$ cat src/rtl/board_scanner.sv
// Walks a SIZE x SIZE board through a synchronous read port and reports WIN / MATCH_COUNT / BAD_COLOR.
// Define BOARD_SCANNER_PRESENT_EN to build the COLOR_PRESENT colour-presence vector.
module board_scanner #(
    parameter int MAX_SIZE = 26,
    parameter int COLOR_W  = 3,
    parameter int CNT_W    = 10
) (
    input  logic               CLOCK,
    input  logic               RESET_N,
    input  logic               START,
    input  logic [4:0]         SIZE,
    input  logic [3:0]         COLOR_NUM,
    output logic [4:0]         RD_ROW,
    output logic [4:0]         RD_COL,
    input  logic [COLOR_W-1:0] RD_COLOR,
    output logic               BUSY,
    output logic               DONE,
    output logic               WIN,
    output logic [CNT_W-1:0]   MATCH_COUNT,
    output logic               BAD_COLOR,
    output logic [7:0]         COLOR_PRESENT
);

    typedef enum logic [1:0] {IDLE, SCAN, DRAIN, FIN} state_e;

    state_e             state_q, state_d;
    logic [4:0]         n_q, n_d;
    logic [3:0]         cnum_q, cnum_d;
    logic [4:0]         row_q, row_d;
    logic [4:0]         col_q, col_d;
    logic               valid_q, valid_d;
    logic               first_q, first_d;
    logic [COLOR_W-1:0] ref_q, ref_d;
    logic               all_eq_q, all_eq_d;
    logic [CNT_W-1:0]   cnt_q, cnt_d;
    logic               bad_q, bad_d;
    logic               win_q, win_d;
    logic               busy_q, busy_d;
    logic               done_q, done_d;
    logic [4:0]         n_clamp;
`ifdef BOARD_SCANNER_PRESENT_EN
    logic [7:0]         present_q, present_d;
`endif

    assign n_clamp = (SIZE > 5'(MAX_SIZE)) ? 5'(MAX_SIZE) : SIZE;

    always_comb begin
        // NOTE: every _d gets a default first so no path leaves it unassigned (no latches).
        state_d  = state_q;
        n_d      = n_q;
        cnum_d   = cnum_q;
        row_d    = row_q;
        col_d    = col_q;
        valid_d  = 1'b0;
        first_d  = first_q;
        ref_d    = ref_q;
        all_eq_d = all_eq_q;
        cnt_d    = cnt_q;
        bad_d    = bad_q;
        win_d    = win_q;
        busy_d   = busy_q;
        done_d   = 1'b0;
`ifdef BOARD_SCANNER_PRESENT_EN
        present_d = present_q;
`endif

        // Returning sample for the address issued on the previous cycle.
        if (valid_q) begin
            if (first_q) begin
                ref_d   = RD_COLOR;
                first_d = 1'b0;
                cnt_d   = CNT_W'(1);
            end else if (RD_COLOR == ref_q) begin
                cnt_d = cnt_q + CNT_W'(1);
            end else begin
                all_eq_d = 1'b0;
            end
            if (32'(RD_COLOR) >= 32'(cnum_q)) bad_d = 1'b1;
`ifdef BOARD_SCANNER_PRESENT_EN
            for (int k = 0; k < 8; k++) begin
                if (32'(RD_COLOR) == k) present_d[k] = 1'b1;
            end
`endif
        end

        case (state_q)
            IDLE: begin
                if (START) begin
                    n_d      = n_clamp;
                    cnum_d   = COLOR_NUM;
                    row_d    = 5'd0;
                    col_d    = 5'd0;
                    first_d  = 1'b1;
                    all_eq_d = 1'b1;
                    cnt_d    = '0;
                    bad_d    = 1'b0;
                    win_d    = 1'b0;
                    busy_d   = 1'b1;
`ifdef BOARD_SCANNER_PRESENT_EN
                    present_d = 8'h00;
`endif
                    state_d  = (n_clamp == 5'd0) ? FIN : SCAN;
                end
            end
            SCAN: begin
                valid_d = 1'b1;
                if (row_q == n_q - 5'd1 && col_q == n_q - 5'd1) begin
                    state_d = DRAIN;
                end else if (col_q == n_q - 5'd1) begin
                    col_d = 5'd0;
                    row_d = row_q + 5'd1;
                end else begin
                    col_d = col_q + 5'd1;
                end
            end
            DRAIN: state_d = FIN;
            FIN: begin
                done_d  = 1'b1;
                busy_d  = 1'b0;
                win_d   = all_eq_q & ~bad_q;
                state_d = IDLE;
            end
            default: state_d = IDLE;
        endcase
    end

    // NOTE: sequential state uses non-blocking assignments only.
    always_ff @(posedge CLOCK or negedge RESET_N) begin
        if (!RESET_N) begin
            state_q  <= IDLE;
            n_q      <= '0;
            cnum_q   <= '0;
            row_q    <= '0;
            col_q    <= '0;
            valid_q  <= 1'b0;
            first_q  <= 1'b0;
            ref_q    <= '0;
            all_eq_q <= 1'b0;
            cnt_q    <= '0;
            bad_q    <= 1'b0;
            win_q    <= 1'b0;
            busy_q   <= 1'b0;
            done_q   <= 1'b0;
`ifdef BOARD_SCANNER_PRESENT_EN
            present_q <= 8'h00;
`endif
        end else begin
            state_q  <= state_d;
            n_q      <= n_d;
            cnum_q   <= cnum_d;
            row_q    <= row_d;
            col_q    <= col_d;
            valid_q  <= valid_d;
            first_q  <= first_d;
            ref_q    <= ref_d;
            all_eq_q <= all_eq_d;
            cnt_q    <= cnt_d;
            bad_q    <= bad_d;
            win_q    <= win_d;
            busy_q   <= busy_d;
            done_q   <= done_d;
`ifdef BOARD_SCANNER_PRESENT_EN
            present_q <= present_d;
`endif
        end
    end

    assign RD_ROW      = row_q;
    assign RD_COL      = col_q;
    assign BUSY        = busy_q;
    assign DONE        = done_q;
    assign WIN         = win_q;
    assign MATCH_COUNT = cnt_q;
    assign BAD_COLOR   = bad_q;
`ifdef BOARD_SCANNER_PRESENT_EN
    assign COLOR_PRESENT = present_q;
`else
    assign COLOR_PRESENT = 8'h00;
`endif

endmodule

$ cat config.mk
export PLATFORM = sky130hd
export DESIGN_NAME = board_scanner
export DESIGN_NICKNAME = d
export VERILOG_FILES = /design/src/rtl/board_scanner.sv
export SDC_FILE = /design/constraint.sdc
export NUM_CORES = 1
export LEC_CHECK = 0
export CAP_MARGIN = 20
export CORE_MARGIN = 5
export CORE_UTILIZATION = 52
export CTS_CLUSTER_SIZE = 10
export DETAILED_ROUTE_END_ITERATION = 8
export PLACE_DENSITY = 0.8
export SETUP_SLACK_MARGIN = 0.1
export SLEW_MARGIN = 0
export SYNTH_ARGS = -nofsm -noshare
export SYNTH_HDL_FRONTEND = slang
export SYNTH_SLANG_ARGS = --single-unit
$ cat constraint.sdc
create_clock -name CLOCK -period 3.02 [get_ports CLOCK]
set_clock_uncertainty 0.15 [all_clocks]
set_input_delay 0.906 -clock CLOCK [delete_from_list [all_inputs] [get_ports CLOCK]]
set_output_delay 0.906 -clock CLOCK [all_outputs]
set_load 0.02 [all_outputs]
==> reports/qor.csv <==
stage,metric,value,unit
power,combinational group share of total power,51.2,%
logic_synthesis,number of flops mapped to enable cells by yosys,0,
logic_synthesis,sequential area share after synthesis,42.6,%
clock_tree,clock sink count,41,
timing,Slew Limit Fails,0,
placed_design,Routability Congestion,0.844,
layout,"Core Util, Final",65.6,%
global_routing,first-pass GRT wire length,9.03,mm
timing,Slew HR,39.9,%
global_routing,GRT overflow,0,
critical_path,worst-path cell chain,inv_1 -> ha_1 -> nor3b_2 -> xnor2_1 -> nor4_4 -> nor3b_2 -> nor2_1 -> o32a_1,
logic_synthesis,top-area cell type share of the netlist area,42.6,%
drt,Iter 0 DRT Violations,76,
clock_tree,CTS Hold Bufs,0,
logic_synthesis,largest area contributor in the netlist,dfrtp_1,
power,NetSw,0.00123,W
layout,layout cells sized above 1,10.6,%
layout,Area Growth Syn to Fin,20.4,%
critical_path,"Max FO, Critical Path",5,
drt,Vias,1914,
critical_path,crit end category,register,
timing,fin crit share,85.3,%
timing,Final min period,2580,ps
die,# rows,24,
logic_synthesis,commonest cells in the netlist,"dfrtp_1, nand2_1, xor2_1",
die,die width,78.0,microns
drt,Final ANT Viol Nets,0,
die,die height,78.0,microns
drt,drt drc,0,
critical_path,"Largest stage delay, worst path",470,ps
run_status,status,finished clean,
global_routing,vias in the first global route,1891,
power,Reg power frac,35.6,%
power,Switching Share,44.4,%
critical_path,critical path class,reg2reg,
drt,final wirelength,5.25,mm
flow_run,Max-cap violations,0,
power,PwrDens,952,nW/um^2
die,Initial Utilization,54.5,%
layout,Fill cells,361,
drt,DR pass1 iterations,4,
critical_path,CP required,3050,ps
critical_path,Crit-path slowest cell,dfrtp_1,
global_routing,initial antenna violation count,0,
drt,vias per inst,5.70,
power,P_leak,1.30,nW
logic_synthesis,Seq cells post-synth,41,
logic_synthesis,Synth async-reset ratio,100,%
die,CORE AREA,4410,sq um
clock_tree,post-CTS setup buffers,0,
logic_synthesis,Mapped Area,2410,sq um
logic_synthesis,syn avg cell area,9.91,sq um
worst_hold_path,min-delay worst type,reg2reg,
clock_tree,Root Buffer,clkbuf_8,
clock_tree,CTS buffer count,5,
clock_tree,cts repair resizes,0,
global_routing,largest net degree at the start of global routing,42,
die,Die Area,6090,sq um
placed_design,Port Buf Inserts,38,
logic_synthesis,top-count cell post-synth,dfrtp_1,
logic_synthesis,Cells after Synth,243,
power,internal power,0.00153,W
critical_path,crit path DAT,2600,ps
clock_tree,CTS tree,done,
timing,Setup TNS,0,ps
timing,FMAX,388,MHz
timing,Final Hold Vio Count,0,
timing,Slew @ Worst Pin,902,ps
clock_tree,Max H-tree Level,2,
critical_path,Startpoint Class,register,
timing,"Setup violations, final",0,
timing,unrepaired setup endpoints after global routing,no,
power,clock share of power,13.2,%
logic_synthesis,Cell variety after synth,51,
global_routing,GR Util All Layers,18.1,%
logic_synthesis,Synth Flop Type,dfrtp_1,
logic_synthesis,Yosys warning total,0,
critical_path,"most used cell, CP",nor3b_2,
drt,routed wire length per instance,15.6,microns
layout,final net count,309,
placed_design,DP HPWL,3.84,mm
clock_tree,"Clk Latency, worst-skew pair",290,ps
power,largest vdd supply drop,0.558,mV
clock_tree,Clock Path Buffers,2,
die,IO Pins,47,
logic_synthesis,ranking of synthesized cells by area,"dfrtp_1, xor2_1, ha_1",
clock_tree,clk slew on worst S/H paths,80,ps
layout,# diodes,0,
## per-layer routing
layer  routed length, microns  GRT usage, %  part of all wire (%)  up-vias
met5                        0             0                     0        -
met4                       51          5.91                  0.97        0
met3                      295          4.12                   5.6        4
met2                     2560          28.6                    49       47
met1                     2350          24.5                    45      929
li1                         -             -                     -      934
## area by class of cell
cell class              instances  area (sq um)  share of cell area (%)
flip-flops and latches         41          1030                    35.4
multi-input cells             183          1280                    44.1
inverters                      11          41.3                    1.42
clock inverters                 3          21.3                   0.734
repair buffers                 41           398                    13.7
well taps                      52          65.1                    2.25
clock buffers                   5          68.8                    2.37
## path summary, 6_finish.rpt
check / startpoint / end / slack (ps) / cells after the start
worst max-delay path: n_q[0] / state_q[0] / 440 / 8
worst min-delay path: all_eq_q / all_eq_q / 360 / 2
worst max register to register: n_q[0] / state_q[0] / 440 / 8
worst min register to register: all_eq_q / all_eq_q / 360 / 2
max in group asynchronous: RESET_N / RD_ROW[2] / 1580 / 1
min in group asynchronous: RESET_N / cnum_q[2] / 580 / 1
## critical path: cells and delay by family (launching register included)
family | cells | cell delay, ps
AO/OA/AOI/OAI | 1 | 300
adder cells (fa/ha/maj) | 1 | 220
XOR/XNOR | 1 | 160
buffers and inverters | 1 | 100
flip-flops | 1 | 470
AND/OR/NAND/NOR | 4 | 1070
## logic make-up (layout without fill, tap and decap cells)
group	count (synthesis)	in the layout	synth area share (%)
flip-flops	41	41	42.6
AND/OR/NAND/NOR	81	81	19.0
multiplexers	11	11	5.04
adder cells (fa/ha/maj)	11	11	5.72
buffers and inverters	26	60	5.41
XOR/XNOR	24	24	8.73
other	1	8	0.156
AO/OA/AOI/OAI	48	48	13.3
## state kept, by name, indices dropped and copies added, names as in the netlist
| signal | cells |
|---|---|
| cnum_q | 4 |
| WIN | 1 |
| BUSY | 1 |
| BAD_COLOR | 1 |
| first_q | 1 |
| RD_ROW | 5 |
| MATCH_COUNT | 10 |
| valid_q | 1 |
| RD_COL | 5 |
| all_eq_q | 1 |
| state_q | 2 |
| n_q | 5 |
| DONE | 1 |
| ref_q | 3 |
## power by group through the flow
stage	sequential, W	combinational (W)	clock (W)
floorplan	0.00101	0.000936	0
CTS	0.000979	0.00142	0.000379
global route	0.00102	0.00156	0.000401
finish	0.000982	0.00141	0.000365
detailed placement	0.000989	0.00140	0
global placement	0.000978	0.00136	0
## placed cells by master, fill, tap and decap left out, types with 3 or more instances in the layout
cell             synthesis  final
nand4_1                  7      7
o211ai_1                 4      4
ha_1                    11     11
buf_4                    8      3
nand3_1                  8      8
mux2_2                   9      9
nor2_1                  11     11
xnor2_1                  5      5
a21oi_1                 10     10
a21o_1                   5      5
nor2b_1                  3      3
nor3_1                   8      8
dfrtp_1                 41     41
and3_1                   3      3
inv_1                   11     11
xor2_1                  19     19
clkbuf_8                 0      5
o21ai_0                 10     10
conb_1                   1      8
nand2_1                 22     22
clkdlybuf4s50_1          0     37
## per-stage QoR
step | total power (W) | hold WS, ps | setup WS (ps) | std cells | cell area [sq um]
6_report | 0.00276 | 362 | 443 | 336 | 2900
5_1_grt | 0.00298 | 398 | 262 | 336 | 2900
4_1_cts | 0.00278 | 373 | 430 | 336 | 2900
3_5_place_dp | 0.00239 | 354 | 283 | 328 | 2810
3_3_place_gp | 0.00233 | 308 | 322 | 328 | 2810
2_1_floorplan | 0.00194 | 288 | 645 | 250 | 2430
Power figures use the tool's default switching activity.
==> RTL change 1 (same settings) <==
Register the inputs `START`, `SIZE` and `COLOR_NUM` before use. The logic sees them one clock later. The other inputs are not delayed to match.
--- a/src/rtl/board_scanner.sv
+++ b/src/rtl/board_scanner.sv
@@ -24,4 +24,20 @@
     typedef enum logic [1:0] {IDLE, SCAN, DRAIN, FIN} state_e;
 
+    logic START_q;
+    logic [4:0] SIZE_q;
+    logic [3:0] COLOR_NUM_q;
+
+    always_ff @(posedge CLOCK or negedge RESET_N) begin
+        if (!RESET_N) begin
+            START_q     <= '0;
+            SIZE_q      <= '0;
+            COLOR_NUM_q <= '0;
+        end else begin
+            START_q     <= START;
+            SIZE_q      <= SIZE;
+            COLOR_NUM_q <= COLOR_NUM;
+        end
+    end
+
     state_e             state_q, state_d;
     logic [4:0]         n_q, n_d;
@@ -43,5 +59,5 @@
 `endif
 
-    assign n_clamp = (SIZE > 5'(MAX_SIZE)) ? 5'(MAX_SIZE) : SIZE;
+    assign n_clamp = (SIZE_q > 5'(MAX_SIZE)) ? 5'(MAX_SIZE) : SIZE_q;
 
     always_comb begin
@@ -86,7 +102,7 @@
         case (state_q)
             IDLE: begin
-                if (START) begin
+                if (START_q) begin
                     n_d      = n_clamp;
-                    cnum_d   = COLOR_NUM;
+                    cnum_d   = COLOR_NUM_q;
                     row_d    = 5'd0;
                     col_d    = 5'd0;
Formal check against the unedited RTL: not equivalent (Yosys sat finds a counterexample within 4 cycles, from zero or initial values and one cycle with RESET_N low).
==> RTL change 1 against the original RTL <==
- cell area rose by 11%
- total power rose by 0.43%
- die area rose by 9.1%
- clock power rose by 13%
- synthesized area rose by 10%
- routed wire length fell by 2.4%
- worst setup slack got worse by 0.080 ns
- sequential cell count rose by 10
- critical path type unchanged
- largest power group unchanged
==> RTL change 1: results (changes against the original RTL) <==
n_fill_cell: 425  # +18%
drive_gt1_share_pct: 10.7  # +0.10 points
nets: 325  # +5.2%
synth_compound_area_share_pct: 11.2  # -2.1 points
grt_max_degree: 24  # -43%
pre_cts_slack_ns: 0.279  # -0.00379 ns
routabilityCongestion: 0.780  # -7.6%
synth_common_cells: "51 x dfrtp_1, 24 x nand2_1, 17 x xor2_1"
synthCells: 253  # +4.1%
ys_seq_area_share_pct: 48.0  # +5.4 points
hold-worst-slack_ns: 0.317  # -0.0451 ns
run_status: "finished, final reports clean"
synthXorXnorAreaFrac_pct: 7.58  # -1.2 points
synthAdderAreaFrac_pct: 5.18  # -0.54 points
hold_path_class: "in -> async"
netSwitchingFraction_pct: 41.4  # -3.0 points
placed_area_um2: 3120  # +11%
clk_latency_ns: 0.31  # +0.02 ns
drt-pass1-iter-count: 5  # +1
grt_usage_pct: 17.5  # -0.61 points
dpl.hpwl_um: 3960  # +3.0%
grt_pass1_wl_um: 8810  # -2.4%
worst_ep_arrival_time_ns: 2.71  # +0.11 ns
first_iter_violations: 126  # +66%
place_inst: 362  # +10%
path_clk_slew_ns: 0.10  # +0.02 ns
vias: 1985  # +3.7%
-- RTL change 1: cell count changes after synthesis, moves of 3 or more --
cell / unedited run / this run
dfrtp_1: 41 / 51
inv_1: 11 / 14
nor3_1: 8 / 3
a21o_1: 5 / 1
nand3_1: 8 / 15
-- RTL change 1: power groups by stage --
| stage | combinational, µW | sequential, µW | clock [µW] |
|---|---|---|---|
| global route | 1430 | 1100 | 451 |
| CTS | 1300 | 1070 | 426 |
| floorplan | 864 | 1110 | 0 |
| finish | 1290 | 1070 | 413 |
| detailed placement | 1290 | 1080 | 0 |
| global placement | 1250 | 1070 | 0 |
-- RTL change 1: layout make-up --
| cell class | count | area, µm² | share of cell area, % |
|---|---|---|---|
| clock buffers | 5 | 68.8 | 2.14 |
| clock inverters | 3 | 25.0 | 0.778 |
| inverters | 14 | 52.6 | 1.63 |
| multi-input cells | 183 | 1290 | 40.0 |
| flip-flops and latches | 51 | 1280 | 39.7 |
| well taps | 70 | 87.6 | 2.72 |
| repair buffers | 44 | 420 | 13.1 |
-- RTL change 1: routing by layer --
layer  GRT usage [%]  routed length [µm]  up-vias
li1                -                   -      970
met1            22.5                2240      949
met2            28.7                2540       62
met3            3.95                 270        4
met4            6.59                  74        0
met5               0                   0        -
-- RTL change 1: worst max-delay path, stage by stage (launching register included) --
cell and delay (ns):
dfrtp_1 0.50, inv_1 0.07, ha_1 0.22, nor3b_2 0.18, and3_1 0.22, a2111oi_4 0.47
nand3b_1 0.24, and3_1 0.24, a211o_1 0.25
-- RTL change 1: timing repair --
| action | in CTS | in global routing |
|---|---|---|
| buffers inserted | 0 | 0 |
| endpoints found under the setup margin | 0 | 4 |
| endpoints found under the hold margin | 0 | 0 |
| hold buffers | 0 | 0 |
| gates resized for setup | 0 | 1 |
==> RTL change 2 (same settings) <==
Made on the original files. `CNT_W`: 10 -> 8.
--- a/src/rtl/board_scanner.sv
+++ b/src/rtl/board_scanner.sv
@@ -4,5 +4,5 @@
     parameter int MAX_SIZE = 26,
     parameter int COLOR_W  = 3,
-    parameter int CNT_W    = 10
+    parameter int CNT_W    = 8
 ) (
     input  logic               CLOCK,
Ports: changed (resized MATCH_COUNT); port bits go from 47 to 45. No check against the original RTL was run, so the function may have changed too.
==> RTL change 2 against the original RTL <==
- synthesized area shrank 0.73%
- worst hold slack lost 0.029 ns
- worst setup slack lost 0.068 ns
- routed wire length shrank 7.1%
- first-iteration DRC count grew 43%
- cell area shrank 2.4%
- final cell count grew 0.89%
- sequential cell count shrank 2
- count of clock-buffer cells in the layout grew 1
- largest cell class unchanged
Power is not compared: it rests on default switching activity, and its combinational part moved more than twofold at a synthesized area within 25%.
==> RTL change 2: results (changes against the original RTL) <==
vias: 1857  # -3.0%
grt_max_degree: 40  # -4.8%
cts_buffers: 5  # unchanged
reg2reg_to: "RD_ROW[2]"
netSwitchingFraction_pct: 28.0
syn_avg_cell_area_um2: 9.45  # -4.7%
ys_seq_area_share_pct: 40.8  # -1.8 points
dpl.hpwl_um: 3630  # -5.6%
synthAdderAreaFrac_pct: 5.76  # +0.042 points
cts_buffer_depth: 2  # unchanged
pwr-share-comb_pct: 16.7
reg2reg_depth: 8  # unchanged
synthXorXnorAreaFrac_pct: 7.75  # -0.98 points
wl_per_cell_um: 14.4  # -7.9%
place_inst: 331  # +0.91%
slew_violations: 0  # unchanged
grt_util_met3_pct: 3.82  # -0.30 points
pre_cts_slack_ns: 0.256  # -0.0274 ns
run_status: "finished, final reports clean"
cts_max_level: 2  # unchanged
leakage_uw: 0.00128
worst_ep_arrival_time_ns: 2.69  # +0.09 ns
holdPathStages: 2  # unchanged
met1_length_um: 2180  # -7.2%
synth.distinct_cells: 54  # +5.9%
yosys-top-cells-area: "dfrtp_1 41%, ha_1 5.8%, mux2_2 4.2%"
wl_met3_um: 275  # -6.8%
first_iter_violations: 109  # +43%
fin_cells: 339  # +0.89%
worstPathMaxFanout: 7  # +2
synth_common_cells: "39 x dfrtp_1, 24 x nand2_1, 19 x inv_1"
nets: 312  # +0.97%
cts_root_buf: "clkbuf_8"
grt_usage_pct: 17.3  # -0.79 points
largest_reg_flops: 8  # -2
placed_area_um2: 2730  # -2.7%
hold_path_class: "reg -> reg"
worst_slew_pin_slew_ns: 0.859  # -0.0424 ns
grt_pass1_wl_um: 8690  # -3.7%
synth_top_area_share_pct: 40.8  # -1.8 points
use_met2_pct: 28.0  # -0.68 points
synth_compound_area_share_pct: 14.9  # +1.6 points
drive_gt1_share_pct: 8.36  # -2.2 points
dr_wl_met2_um: 2350  # -8.0%
routabilityCongestion: 0.785  # -7.0%
worst_slack_ns: 0.375  # -0.0676 ns
synth_mux_area_share_pct: 5.08  # +0.037 points
use_met1_pct: 22.6  # -1.9 points
io_buffers: 36  # -5.3%
clk_latency_ns: 0.30
-- RTL change 2: layout make-up --
class	instances	area (µm²)
well taps	52	65.1
multi-input cells	181	1230
inverters	19	71.3
repair buffers	40	385
clock inverters	2	13.8
flip-flops and latches	39	976
fillers	351	1590
clock buffers	6	82.6
-- RTL change 2: worst max-delay path: stages, from the launching register on --
cell	delay [ns]
dfrtp_1	0.46
inv_1	0.07
ha_1	0.34
xnor2_1	0.14
a211oi_1	0.26
o311ai_2	0.24
or2_1	0.28
or4_1	0.47
o211a_1	0.14
-- RTL change 2: how the worst min path moves through the flow --
stage	endpoint	slack, ns
final	all_eq_q	0.33
after global routing	all_eq_q	0.36
after CTS	all_eq_q	0.33
after detailed placement	all_eq_q	0.31
after global placement	all_eq_q	0.30
after floorplan	all_eq_q	0.29
